File: src/rtl/reverse_sched.sv
// Round-robin scheduler sharing one bit-reverse datapath among NUM packet requesters.
// Optional lock watchdog enabled by defining REVERSE_SCHED_TIMEOUT_EN (adds TIMEOUT and lock_timeout).
module reverse_sched #(
   parameter int DIN = 16,
   parameter int NUM = 2,
`ifdef REVERSE_SCHED_TIMEOUT_EN
   parameter int TIMEOUT = 16,
`endif
   localparam int IDW = (NUM > 1) ? $clog2(NUM) : 1
) (
   input  logic               clk,
   input  logic               rst,
   input  logic [NUM-1:0]     din_valid,
   output logic [NUM-1:0]     din_ready,
   input  logic [NUM*DIN-1:0] din_data,
   input  logic [NUM-1:0]     din_eot,
   output logic               dout_valid,
   input  logic               dout_ready,
   output logic [DIN-1:0]     dout_data,
   output logic               dout_eot,
   output logic [IDW-1:0]     dout_id
`ifdef REVERSE_SCHED_TIMEOUT_EN
   ,
   output logic               lock_timeout
`endif
);

   typedef enum logic {IDLE, LOCKED} state_t;

   state_t           state;
   logic [IDW-1:0]   ptr;
   logic [IDW-1:0]   lock_id;
   logic [IDW-1:0]   grant;
   logic [IDW-1:0]   cand;
   logic             grant_valid;
   logic             take;
   logic             xfer;
   logic             eot;
   logic [DIN-1:0]   words [NUM];
   logic [DIN-1:0]   word;
   logic [DIN-1:0]   rev;

`ifdef REVERSE_SCHED_TIMEOUT_EN
   localparam int TW = $clog2(TIMEOUT + 1);
   logic [TW-1:0]    tcnt;
`endif

   for (genvar k = 0; k < NUM; k++) begin : g_words
      assign words[k] = din_data[k*DIN +: DIN];
   end

   assign word = words[grant];
   assign eot  = din_eot[grant];

   for (genvar b = 0; b < DIN; b++) begin : g_rev
      assign rev[b] = word[DIN-1-b];
   end

   assign take = !dout_valid || dout_ready;
   assign xfer = take && grant_valid && din_valid[grant];

   // Round-robin search starts one past the last requester that finished a packet.
   always_comb begin
      grant_valid = 1'b0;
      grant       = '0;
      cand        = ptr;
      if (state == LOCKED) begin
         grant_valid = 1'b1;
         grant       = lock_id;
      end else begin
         for (int i = 0; i < NUM; i++) begin
            cand = (cand == IDW'(NUM - 1)) ? '0 : cand + 1'b1;
            if (!grant_valid && din_valid[cand]) begin
               grant_valid = 1'b1;
               grant       = cand;
            end
         end
      end
   end

   always_comb begin
      din_ready = '0;
      if (take && grant_valid) din_ready[grant] = 1'b1;
   end

   always_ff @(posedge clk or posedge rst) begin
      if (rst) begin
         dout_valid <= 1'b0;
         dout_data  <= '0;
         dout_eot   <= 1'b0;
         dout_id    <= '0;
         state      <= IDLE;
         ptr        <= IDW'(NUM - 1);
         lock_id    <= '0;
`ifdef REVERSE_SCHED_TIMEOUT_EN
         lock_timeout <= 1'b0;
         tcnt         <= '0;
`endif
      end else begin
         if (xfer) begin
            dout_valid <= 1'b1;
            dout_data  <= rev;
            dout_eot   <= eot;
            dout_id    <= grant;
         end else if (dout_ready) begin
            dout_valid <= 1'b0;
         end

         if (xfer) begin
            if (eot) begin
               state <= IDLE;
               ptr   <= grant;
            end else begin
               state   <= LOCKED;
               lock_id <= grant;
            end
         end

`ifdef REVERSE_SCHED_TIMEOUT_EN
         // A starved lock is abandoned once the idle counter would reach TIMEOUT.
         lock_timeout <= 1'b0;
         if (state == LOCKED && !din_valid[lock_id]) begin
            if (tcnt == TW'(TIMEOUT - 1)) begin
               lock_timeout <= 1'b1;
               state        <= IDLE;
               ptr          <= lock_id;
               tcnt         <= '0;
            end else begin
               tcnt <= tcnt + 1'b1;
            end
         end else begin
            tcnt <= '0;
         end
`endif
      end
   end

endmodule
File: config.mk
export PLATFORM = sky130hd
export DESIGN_NAME = reverse_sched
export DESIGN_NICKNAME = d
export VERILOG_FILES = /design/src/rtl/reverse_sched.sv
export SDC_FILE = /design/constraint.sdc
export NUM_CORES = 1
export LEC_CHECK = 0
export ABC_AREA = 1
export CAP_MARGIN = 30
export CORE_AREA = 2 2 58 60
export CTS_BUF_LIST = sky130_fd_sc_hd__clkbuf_2 sky130_fd_sc_hd__clkbuf_4 sky130_fd_sc_hd__clkbuf_8
export DETAILED_ROUTE_END_ITERATION = 12
export DIE_AREA = 0 0 60 62
export PLACE_DENSITY_LB_ADDON = 0.3
export SETUP_SLACK_MARGIN = 0.2
export SYNTH_ARGS = -nofsm -noshare
export SYNTH_HDL_FRONTEND = slang
export SYNTH_SLANG_ARGS = --single-unit
File: constraint.sdc
create_clock -name clk -period 1.5 [get_ports clk]
set_input_delay 0.3 -clock clk [delete_from_list [all_inputs] [get_ports clk]]
set_output_delay 0.3 -clock clk [all_outputs]
set_load 0.05 [all_outputs]
==> flow_metrics.py <==
metrics = {
    "run_status": {
        "status": "finished, violations left",
        "violations": "setup timing",
    },
    "timing": {
        "worst_slack_ns": -0.179,
        "slew_headroom_pct": 71.9,
        "setup_viol": 24,
        "fmax_mhz": 596,
        "drv_slew": 0,
        "finalHoldViolCount": 0,
        "fin_crit_sh_pct": 112,
        "finalClockSkew_ns": 0.00329,
        "worstMarginPinSlew_ns": 0.421,
        "rsz0062_at_grt": "true",
        "fin_crit_ns": 1.68,
    },
    "die": {
        "ios": 60,
        "fp.dieH_um": 62,
        "rows": 21,
        "core-area_um2": 3180,
        "start_util_pct": 38.7,
        "design.die.area_um2": 3720,
        "die_width_um": 60,
    },
    "critical_path": {
        "critPathMaxFanout": 6,
        "cp-end-kind": "output port",
        "path_cells": "inv_2, nand3_1, nand3_2, nor2_4, buf_12",
        "critPathMaxStageDelay_ns": 0.45,
        "crit_path_top_delay_cell": "dfrtp_2",
        "critical-path-top-delay-family": "flip-flops",
        "reg2reg_to": "lock_id",
        "r2r_start": "state",
        "start_kind": "flop",
        "cp_data_arrival_time_ns": 1.38,
        "rr_worst_depth": 10,
        "r2r_slack_ns": -0.14,
        "cp_num_buf_inv": 2,
        "criticalPathCategory": "reg2out",
        "cp.required_ns": 1.20,
    },
    "drt": {
        "vias_per_cell": 4.55,
        "drt_wl_total_um": 3720,
        "drc": 0,
        "routed-via-count": 1296,
        "routedWlPerCell_um": 13.1,
        "drt_iter0_drc": 63,
        "antenna_left": 0,
        "drt_pass1_iterations": 4,
    },
    "final_layout": {
        "n_antenna_cell": 0,
        "syn_to_final_growth_pct": 103,
        "final_layout_size_suffix_gt1_share_pct": 34.3,
        "final_nets": 279,
        "stdcell_count": 285,
        "fillerInstances": 197,
    },
    "clock_tree": {
        "cts.clk_slew.worst_paths_ns": 0.12,
        "cts.sinks": 22,
        "cts.path.max_buffers": 2,
        "cts_tree": "built",
        "clkLatencyLatePin_ns": 0.31,
        "cts-root-buf": "clkbuf_4",
        "tritoncts.num_buffers": 3,
        "htree_levels": 1,
    },
    "placed_design": {
        "place.port_buffers": 59,
        "gp_congestion": 0.886,
        "dp_slack_ns": -0.281,
        "dp.cells": 265,
        "hpwl_um": 2450,
    },
    "synthesis": {
        "yosysWarnings": 0,
        "yosysTopAreaCell": "dfrtp_1",
        "yosys.area.top_type_share_pct": 42.7,
        "synth.cell_area_um2": 1230,
        "syn_area_per_cell_um2": 7.88,
        "yosysUniqueCellTypes": 19,
        "synthCells": 156,
        "ys_ff_latch": 22,
        "synth.yosys.seq_area_share_pct": 44.9,
        "synth.area.top_cells": "dfrtp_1 (43%), nand2_1 (14%), o21ai_1 (11%)",
        "syn-num-nets": 195,
    },
    "global_routing": {
        "grt-ovfl-total": 0,
        "grt_max_degree": 21,
        "grt_pass1_wl_um": 5500,
        "grt_pass1_vias": 1199,
        "grt_usage_pct": 20.3,
        "antenna_found_initial": 0,
    },
    "power_and_ir_drop": {
        "clock_power_share_pct": 5.5,
        "p_int_w": 0.00333,
        "power_frac_comb_pct": 73.8,
        "power.share.sequential_pct": 20.7,
        "netSwitchingFraction_pct": 44.8,
        "cellPowerDensity_nw_per_um2": 2420,
        "leakage_nw": 1.18,
        "switchingPower_w": 0.00270,
        "ir_worst_vdd_mv": 1.53,
    },
    "flow_run": {
        "drv_cap": 0,
    },
    "hold_path": {
        "hold_path_class": "in2async",
    },
}
[cell usage after synthesis, drive strengths merged]
master  count
nor2        4
a21oi       1
nand4       2
nor3        1
nand2      48
dfstp       1
dfrtp      21
nand3       8
inv        26
buf         7
o21bai      2
o21ai      35
[metal layers]
layer / vias to the layer above / part of all wire (%) / track usage, %
li1: 658 / - / -
met1: 595 / 40 / 23.1
met2: 37 / 55 / 37.4
met3: 6 / 3.6 / 3.11
met4: 0 / 1.7 / 9.21
met5: - / 0 / 0
[power by group through the flow]
| stage | combinational (W) | clock (W) | sequential, W |
|---|---|---|---|
| finish | 0.00445 | 0.000334 | 0.00125 |
| global route | 0.00469 | 0.000372 | 0.00128 |
| CTS | 0.00419 | 0.000344 | 0.00124 |
| detailed placement | 0.00363 | 0 | 0.00124 |
| global placement | 0.00357 | 0 | 0.00123 |
| floorplan | 0.00119 | 0 | 0.00197 |
[through the flow]
| step | cell area, um2 | TNS [ns] | hold slack (ns) | util [%] | power [W] |
|---|---|---|---|---|---|
| floorplan | 1250 | 0 | 0.288 | - | 0.00316 |
| global placement | 2150 | -4.52 | 0.518 | 67.6 | 0.00481 |
| detailed placement | 2150 | -5.50 | 0.524 | 67.6 | 0.00487 |
| CTS | 2390 | -2.92 | 0.285 | 75.2 | 0.00577 |
| global route | 2490 | -4.44 | 0.317 | 78.4 | 0.00635 |
| finish | 2490 | -2.66 | 0.271 | 78.4 | 0.00603 |
[how the worst max path moves through the flow]
| stage | depth (start not counted) | slack (ns) | end | from |
|---|---|---|---|---|
| floorplan | 5 | 0.04 | din_ready[1] | dout_valid |
| global placement | 6 | -0.24 | din_ready[1] | din_valid[1] |
| detailed placement | 6 | -0.28 | din_ready[1] | din_valid[1] |
| CTS | 5 | -0.17 | din_ready[0] | ptr |
| global route | 5 | -0.26 | din_ready[1] | state |
| finish | 5 | -0.18 | din_ready[1] | state |
[kinds of logic after synthesis]
kind of cell	synth area share, %
AND/OR/NAND/NOR	23.4
AO/OA/AOI/OAI	17.4
buffers and inverters	14.3
flip-flops	44.9
[cell usage in the layout, fill, tap and decap left out]
master and instances:
buf_4 11, nand2_1 41, nand4_1 2, clkbuf_8 1
o21ai_1 23, o21ai_2 5, nand3_2 1, inv_1 22
o21bai_4 1, clkbuf_16 1, clkbuf_4 3, buf_12 25
nand3_4 3, clkdlybuf4s50_1 36, dfstp_2 1, buf_8 1
a21oi_4 1, buf_16 3, o21bai_2 1, o21ai_0 7
nand2_2 5, dfrtp_1 19, dlygate4sd2_1 2, nor2_2 2
nor3_1 1, dfrtp_2 2, nand2_4 2, nor2_4 2
nand3_1 4, buf_6 7, inv_2 4
[flip-flops by register name, summed over array words and instances (netlist names)]
register,cells
dout_data,16
dout_eot,1
dout_id,1
dout_valid,1
lock_id,1
ptr,1
state,1
[what timing repair did]
action / CTS / global route
resized for setup: 19 / 14
hold buffers: 0 / 0
pin swaps: 4 / 8
gates cloned: 3 / 1
endpoints found under the setup margin: 24 / 24
setup buffers: 9 / 3
[worst reg2reg max path, delay by kind of cell (launching register included)]
kind | cells | cell delay [ns]
buffers and inverters | 5 | 0.64
AOI/OAI and AO/OA | 1 | 0.09
DFF | 1 | 0.48
and+or+nand+nor | 4 | 0.34
[cell type report]
type / instances / area [um2] / share of cell area [%]
clock buffer: 4 / 36.3 / 1.46
sequential: 22 / 554 / 22.3
multi-input combinational: 101 / 583 / 23.4
inverter: 26 / 97.6 / 3.92
timing repair buffer: 86 / 1160 / 46.7
tap: 46 / 57.6 / 2.31
No activity file was read; power rests on OpenSTA's default activity.
